### src/rtl/frame_receiver.sv
// frame_receiver: oversampled asynchronous serial frame receiver with a one-frame output holding register
// Ports:
//   clk          clock, all state changes on the rising edge
//   rst_n        asynchronous active-low reset
//   rx_in        line level, already synchronized to clk, idle high
//   data_out     received word (LSB first on the line)
//   data_valid   data_out/parity_err/framing_err hold an unconsumed frame
//   data_ready   consumer takes the held frame this cycle
//   parity_err   parity mismatch of the held frame
//   framing_err  a stop bit of the held frame was sampled low
//   overrun_err  one-cycle pulse when a completed frame is dropped
//   busy         receiver is inside a frame
module frame_receiver #(
    parameter int DATA_BITS  = 8,
    parameter int OVERSAMPLE = 16,
    parameter int PARITY     = 0,
    parameter int STOP_BITS  = 1
) (
    input  logic                 clk,
    input  logic                 rst_n,
    input  logic                 rx_in,
    output logic [DATA_BITS-1:0] data_out,
    output logic                 data_valid,
    input  logic                 data_ready,
    output logic                 parity_err,
    output logic                 framing_err,
    output logic                 overrun_err,
    output logic                 busy
);
    localparam int TW = $clog2(OVERSAMPLE);
    localparam int CW = $clog2(DATA_BITS + 1);
    localparam logic [TW-1:0] T_LAST = TW'(OVERSAMPLE - 1);
    localparam logic [TW-1:0] T_S0   = TW'(OVERSAMPLE / 2 - 1);
    localparam logic [TW-1:0] T_S1   = TW'(OVERSAMPLE / 2);
    localparam logic [TW-1:0] T_V    = TW'(OVERSAMPLE / 2 + 1);

    typedef enum logic [2:0] {S_IDLE, S_START, S_DATA, S_PAR, S_STOP} state_t;

    state_t               state_q, state_d;
    logic [TW-1:0]        tick_q, tick_d;
    logic [CW-1:0]        cnt_q, cnt_d;
    logic [DATA_BITS-1:0] shift_q, shift_d, data_q, data_d;
    logic                 s0_q, s0_d, s1_q, s1_d, rx_prev_q;
    logic                 pe_q, pe_d, fe_q, fe_d;
    logic                 valid_q, valid_d, perr_q, perr_d, ferr_q, ferr_d, ovr_q, ovr_d;
    logic                 vote, at_v, wrap, done, load;

    always_comb begin
        // third sample is the live line at tick M+1, so the vote is ready that same cycle
        vote    = (s0_q & s1_q) | (s0_q & rx_in) | (s1_q & rx_in);
        at_v    = tick_q == T_V;
        wrap    = tick_q == T_LAST;
        s0_d    = tick_q == T_S0 ? rx_in : s0_q;
        s1_d    = tick_q == T_S1 ? rx_in : s1_q;
        state_d = state_q;
        cnt_d   = cnt_q;
        shift_d = shift_q;
        pe_d    = pe_q;
        fe_d    = fe_q;
        done    = 1'b0;
        case (state_q)
            S_IDLE: if (rx_prev_q && !rx_in) begin
                state_d = S_START;
                pe_d    = 1'b0;
                fe_d    = 1'b0;
            end
            S_START: if (at_v && vote) state_d = S_IDLE;
                else if (wrap) begin
                    state_d = S_DATA;
                    cnt_d   = '0;
                end
            S_DATA: begin
                if (at_v) begin
                    shift_d = {vote, shift_q[DATA_BITS-1:1]};
                    cnt_d   = cnt_q + CW'(1);
                end
                if (wrap && cnt_q == CW'(DATA_BITS)) begin
                    state_d = PARITY != 0 ? S_PAR : S_STOP;
                    cnt_d   = '0;
                end
            end
            S_PAR: begin
                // odd mode errs on even total, even mode errs on odd total
                if (at_v) pe_d = ^shift_q ^ vote ^ (PARITY == 1);
                if (wrap) begin
                    state_d = S_STOP;
                    cnt_d   = '0;
                end
            end
            S_STOP: if (at_v) begin
                fe_d  = fe_q | ~vote;
                cnt_d = cnt_q + CW'(1);
                if (cnt_q == CW'(STOP_BITS - 1)) begin
                    done    = 1'b1;
                    state_d = S_IDLE;
                end
            end
            default: state_d = S_IDLE;
        endcase
        // leaving the last stop bit early lets the very next cycle see a start edge
        tick_d  = (state_q == S_IDLE || state_d == S_IDLE || wrap) ? '0 : tick_q + TW'(1);
        load    = done & (~valid_q | data_ready);
        data_d  = load ? shift_q : data_q;
        perr_d  = load ? pe_q : perr_q;
        ferr_d  = load ? fe_d : ferr_q;
        valid_d = load | (valid_q & ~data_ready);
        ovr_d   = done & valid_q & ~data_ready;
    end

    always_ff @(posedge clk or negedge rst_n) begin
        if (!rst_n) begin
            state_q   <= S_IDLE;
            tick_q    <= '0;
            cnt_q     <= '0;
            shift_q   <= '0;
            data_q    <= '0;
            s0_q      <= 1'b0;
            s1_q      <= 1'b0;
            rx_prev_q <= 1'b0;
            pe_q      <= 1'b0;
            fe_q      <= 1'b0;
            valid_q   <= 1'b0;
            perr_q    <= 1'b0;
            ferr_q    <= 1'b0;
            ovr_q     <= 1'b0;
        end else begin
            state_q   <= state_d;
            tick_q    <= tick_d;
            cnt_q     <= cnt_d;
            shift_q   <= shift_d;
            data_q    <= data_d;
            s0_q      <= s0_d;
            s1_q      <= s1_d;
            rx_prev_q <= rx_in;
            pe_q      <= pe_d;
            fe_q      <= fe_d;
            valid_q   <= valid_d;
            perr_q    <= perr_d;
            ferr_q    <= ferr_d;
            ovr_q     <= ovr_d;
        end
    end

    assign data_out    = data_q;
    assign data_valid  = valid_q;
    assign parity_err  = perr_q;
    assign framing_err = ferr_q;
    assign overrun_err = ovr_q;
    assign busy        = state_q != S_IDLE;
endmodule

### config.mk
export PLATFORM = sky130hd
export DESIGN_NAME = frame_receiver
export DESIGN_NICKNAME = d
export VERILOG_FILES = /design/src/rtl/frame_receiver.sv
export SDC_FILE = /design/constraint.sdc
export NUM_CORES = 1
export LEC_CHECK = 0
export CAP_MARGIN = 30
export CORE_MARGIN = 2
export CORE_UTILIZATION = 30
export DETAILED_ROUTE_END_ITERATION = 8
export PLACE_DENSITY_LB_ADDON = 0.2
export SYNTH_ARGS = -nofsm -noshare
export SYNTH_HDL_FRONTEND = slang
export SYNTH_SLANG_ARGS = --single-unit
### constraint.sdc
create_clock -name clk -period 2.8 [get_ports clk]
set_input_delay 0.84 -clock clk [delete_from_list [all_inputs] [get_ports clk]]
set_output_delay 0.84 -clock clk [all_outputs]
set_load 0.005 [all_outputs]
==> impl_metrics.json <==
{
  "syn_area_per_cell_um2": 12.27,
  "place_congestion": 0.7002,
  "grt_pass1_vias": 1186,
  "cts-buffers-inserted": 5,
  "slew_viol_final": 0,
  "seq_area_frac_synth": 0.4997,
  "synth_ff_type": "dfrtp_1",
  "num_antenna_cells": 0,
  "clk_pin_slew_ps": 70,
  "grt_max_degree": 37,
  "max_clock_freq_mhz": 416.9,
  "cp.arrival_ps": 1560,
  "drt-initial-drc-count": 38,
  "area_growth_syn_to_layout_pct": 17.77,
  "setup_ws_ps": 401.5,
  "outcome": "finished, final reports clean",
  "final_cell_mix": "dfrtp_1 (36), clkdlybuf4s50_1 (15), mux2_2 (11)",
  "syn_nets": 156,
  "fin_crit_sh": 0.8566,
  "initial_core_util": 0.3082,
  "ff2ff_setup_slack_ps": 830,
  "row_count": 28,
  "final_common_cell": "dfrtp_1",
  "cp.required_ps": 1960,
  "ys_types": 39,
  "syn_inst": 147,
  "tns_ps": 0,
  "rsz0062_at_grt": "no",
  "cts-root-buf": "clkbuf_8",
  "yosysWarnings": 0,
  "power.leakage_nw": 0.9549,
  "viasPerCell": 4.698,
  "fill_cells": 572,
  "clock_latency_ps": 290,
  "postCtsSetupBuffers": 0,
  "slew_headroom": 0.4558,
  "portBuffers": 16,
  "core_um2": 5851,
  "setup_viol": 0,
  "final_cells": 245,
  "drv_cap": 0,
  "end_kind": "primary output",
  "power_density_nw_per_um2": 452.4,
  "drt_first_pass_iters": 4,
  "drc_errors": 0,
  "ys_async_sr_fraction": 1.000,
  "hold_class": "reg2reg",
  "hold_viol": 0,
  "routed_wl_mm": 3.334,
  "ir_drop_mv": 0.2319,
  "period_needed_ps": 2398,
  "cts_tree": "built",
  "holdBufCountCts": 0,
  "ctsResizeCount": 0,
  "grt_pass1_wl_mm": 5.664,
  "dieHeight_um": 81.53,
  "wire_per_inst_um": 13.61,
  "antenna_found_initial": 0,
  "worst_pin_slew_ps": 816.3,
  "start_kind": "flop",
  "syn-cell-area_um2": 1803,
  "synth_edf_count": 0,
  "dr_total_vias": 1151,
  "grt_overflow": 0,
  "dp_cells": 237,
  "critPathKind": "reg2out",
  "cts_max_level": 2,
  "die_w_um": 81.53,
  "place_ws_ps": 145.6,
  "crit_path_max_fanout": 7,
  "clockBufferDepth": 2,
  "dieArea_um2": 6646,
  "synth-seq-cells": 36,
  "dpl.hpwl_mm": 2.382,
  "grt_use_total": 0.1128,
  "layout-drive-gt1-share": 0.1824,
  "io_pins": 17,
  "ant_nets": 0,
  "clock_sinks": 36,
  "skew_ps": 7.783,
  "finalNetCount": 178
}
==> power by group <==
part           switching (mW)  leakage, nW  internal [mW]  total (mW)
Sequential            0.00470        0.469          0.525       0.530
Combinational          0.0184        0.441         0.0209      0.0393
Clock                   0.191       0.0445          0.200       0.391
==> cell type report <==
cell class                 instances  area, µm²  share of cell area
sequential                        36      900.9              0.4243
multi-input combinational         97      815.8              0.3842
inverter                           9      33.78             0.01591
tap                               75      93.84             0.04420
clock buffer                       7      86.33             0.04066
timing repair buffer              20      185.2             0.08721
clock inverter                     1      7.507            0.003536
==> metrics by stage <==
step                hold slack [ps]    util  cell area [µm²]  total power, mW
detailed placement            461.0  0.3469             2029           0.5813
global route                  493.2  0.3629             2123           0.9986
floorplan                     439.3       -             1803           0.5593
finish                        472.1  0.3629             2123           0.9606
CTS                           476.9  0.3629             2123           0.9684
global placement              452.0  0.3469             2029           0.5795
==> flip-flops by register name, summed over array words and instances (netlist names) <==
signal	cells
data_valid	1
s1_q	1
fe_q	1
tick_q	4
overrun_err	1
s0_q	1
data_out	8
state_q	3
framing_err	1
rx_prev_q	1
shift_q	8
cnt_q	4
parity_err	1
pe_q	1
==> worst paths after layout <==
check | to | cells past startpoint | from
max | busy | 3 | state_q[1]
min | fe_q | 1 | fe_q
max reg2reg | tick_q[0] | 5 | tick_q[0]
min reg2reg | fe_q | 1 | fe_q
max in group asynchronous | framing_err | 1 | rst_n
min in group asynchronous | cnt_q[1] | 1 | rst_n
==> synth_stat cells (2+ instances only) <==
library cell  instances  share of area
inv_1                 9          0.019
o21ai_0               5          0.014
or4_1                 2         0.0083
xnor2_1               9          0.044
mux2_2               11          0.069
dfrtp_1              36           0.50
nand3_1               6          0.017
nor3_1                2         0.0056
nand3b_1              4          0.017
o31ai_1               2         0.0083
mux2_1               10          0.062
and3_2                2         0.0083
nand2_1               5          0.010
nand2b_1              3          0.010
buf_6                 2          0.012
a21oi_1               8          0.022
buf_2                 2         0.0056
ha_1                  5          0.035
nor2_1                4         0.0083
==> critical path: stages, from the launching register on <==
cell	delay (ps)
dfrtp_1	460
nor3_2	250
inv_1	100
clkdlybuf4s50_1	450
==> per-layer routing <==
metal	routed length, µm	GRT usage	part of all wire
met5	0	0	0
met4	51	0.04068	0.015
met3	100	0.03626	0.030
met2	1536	0.1770	0.46
met1	1645	0.1457	0.49
==> kinds of logic (layout without fill, tap and decap cells) <==
logic type                 count (synthesis)  count (layout)  synth area share
xor gates and xnor gates                  10              10           0.05621
buffers and inverters                     14              37           0.04788
AOI/OAI and AO/OA                         21              21           0.07495
adders and majority gates                  6               6           0.04025
muxes                                     22              22            0.1367
and+or+nand+nor                           38              38            0.1443
DFF                                       36              36            0.4997
(Power assumes the default switching activity.)
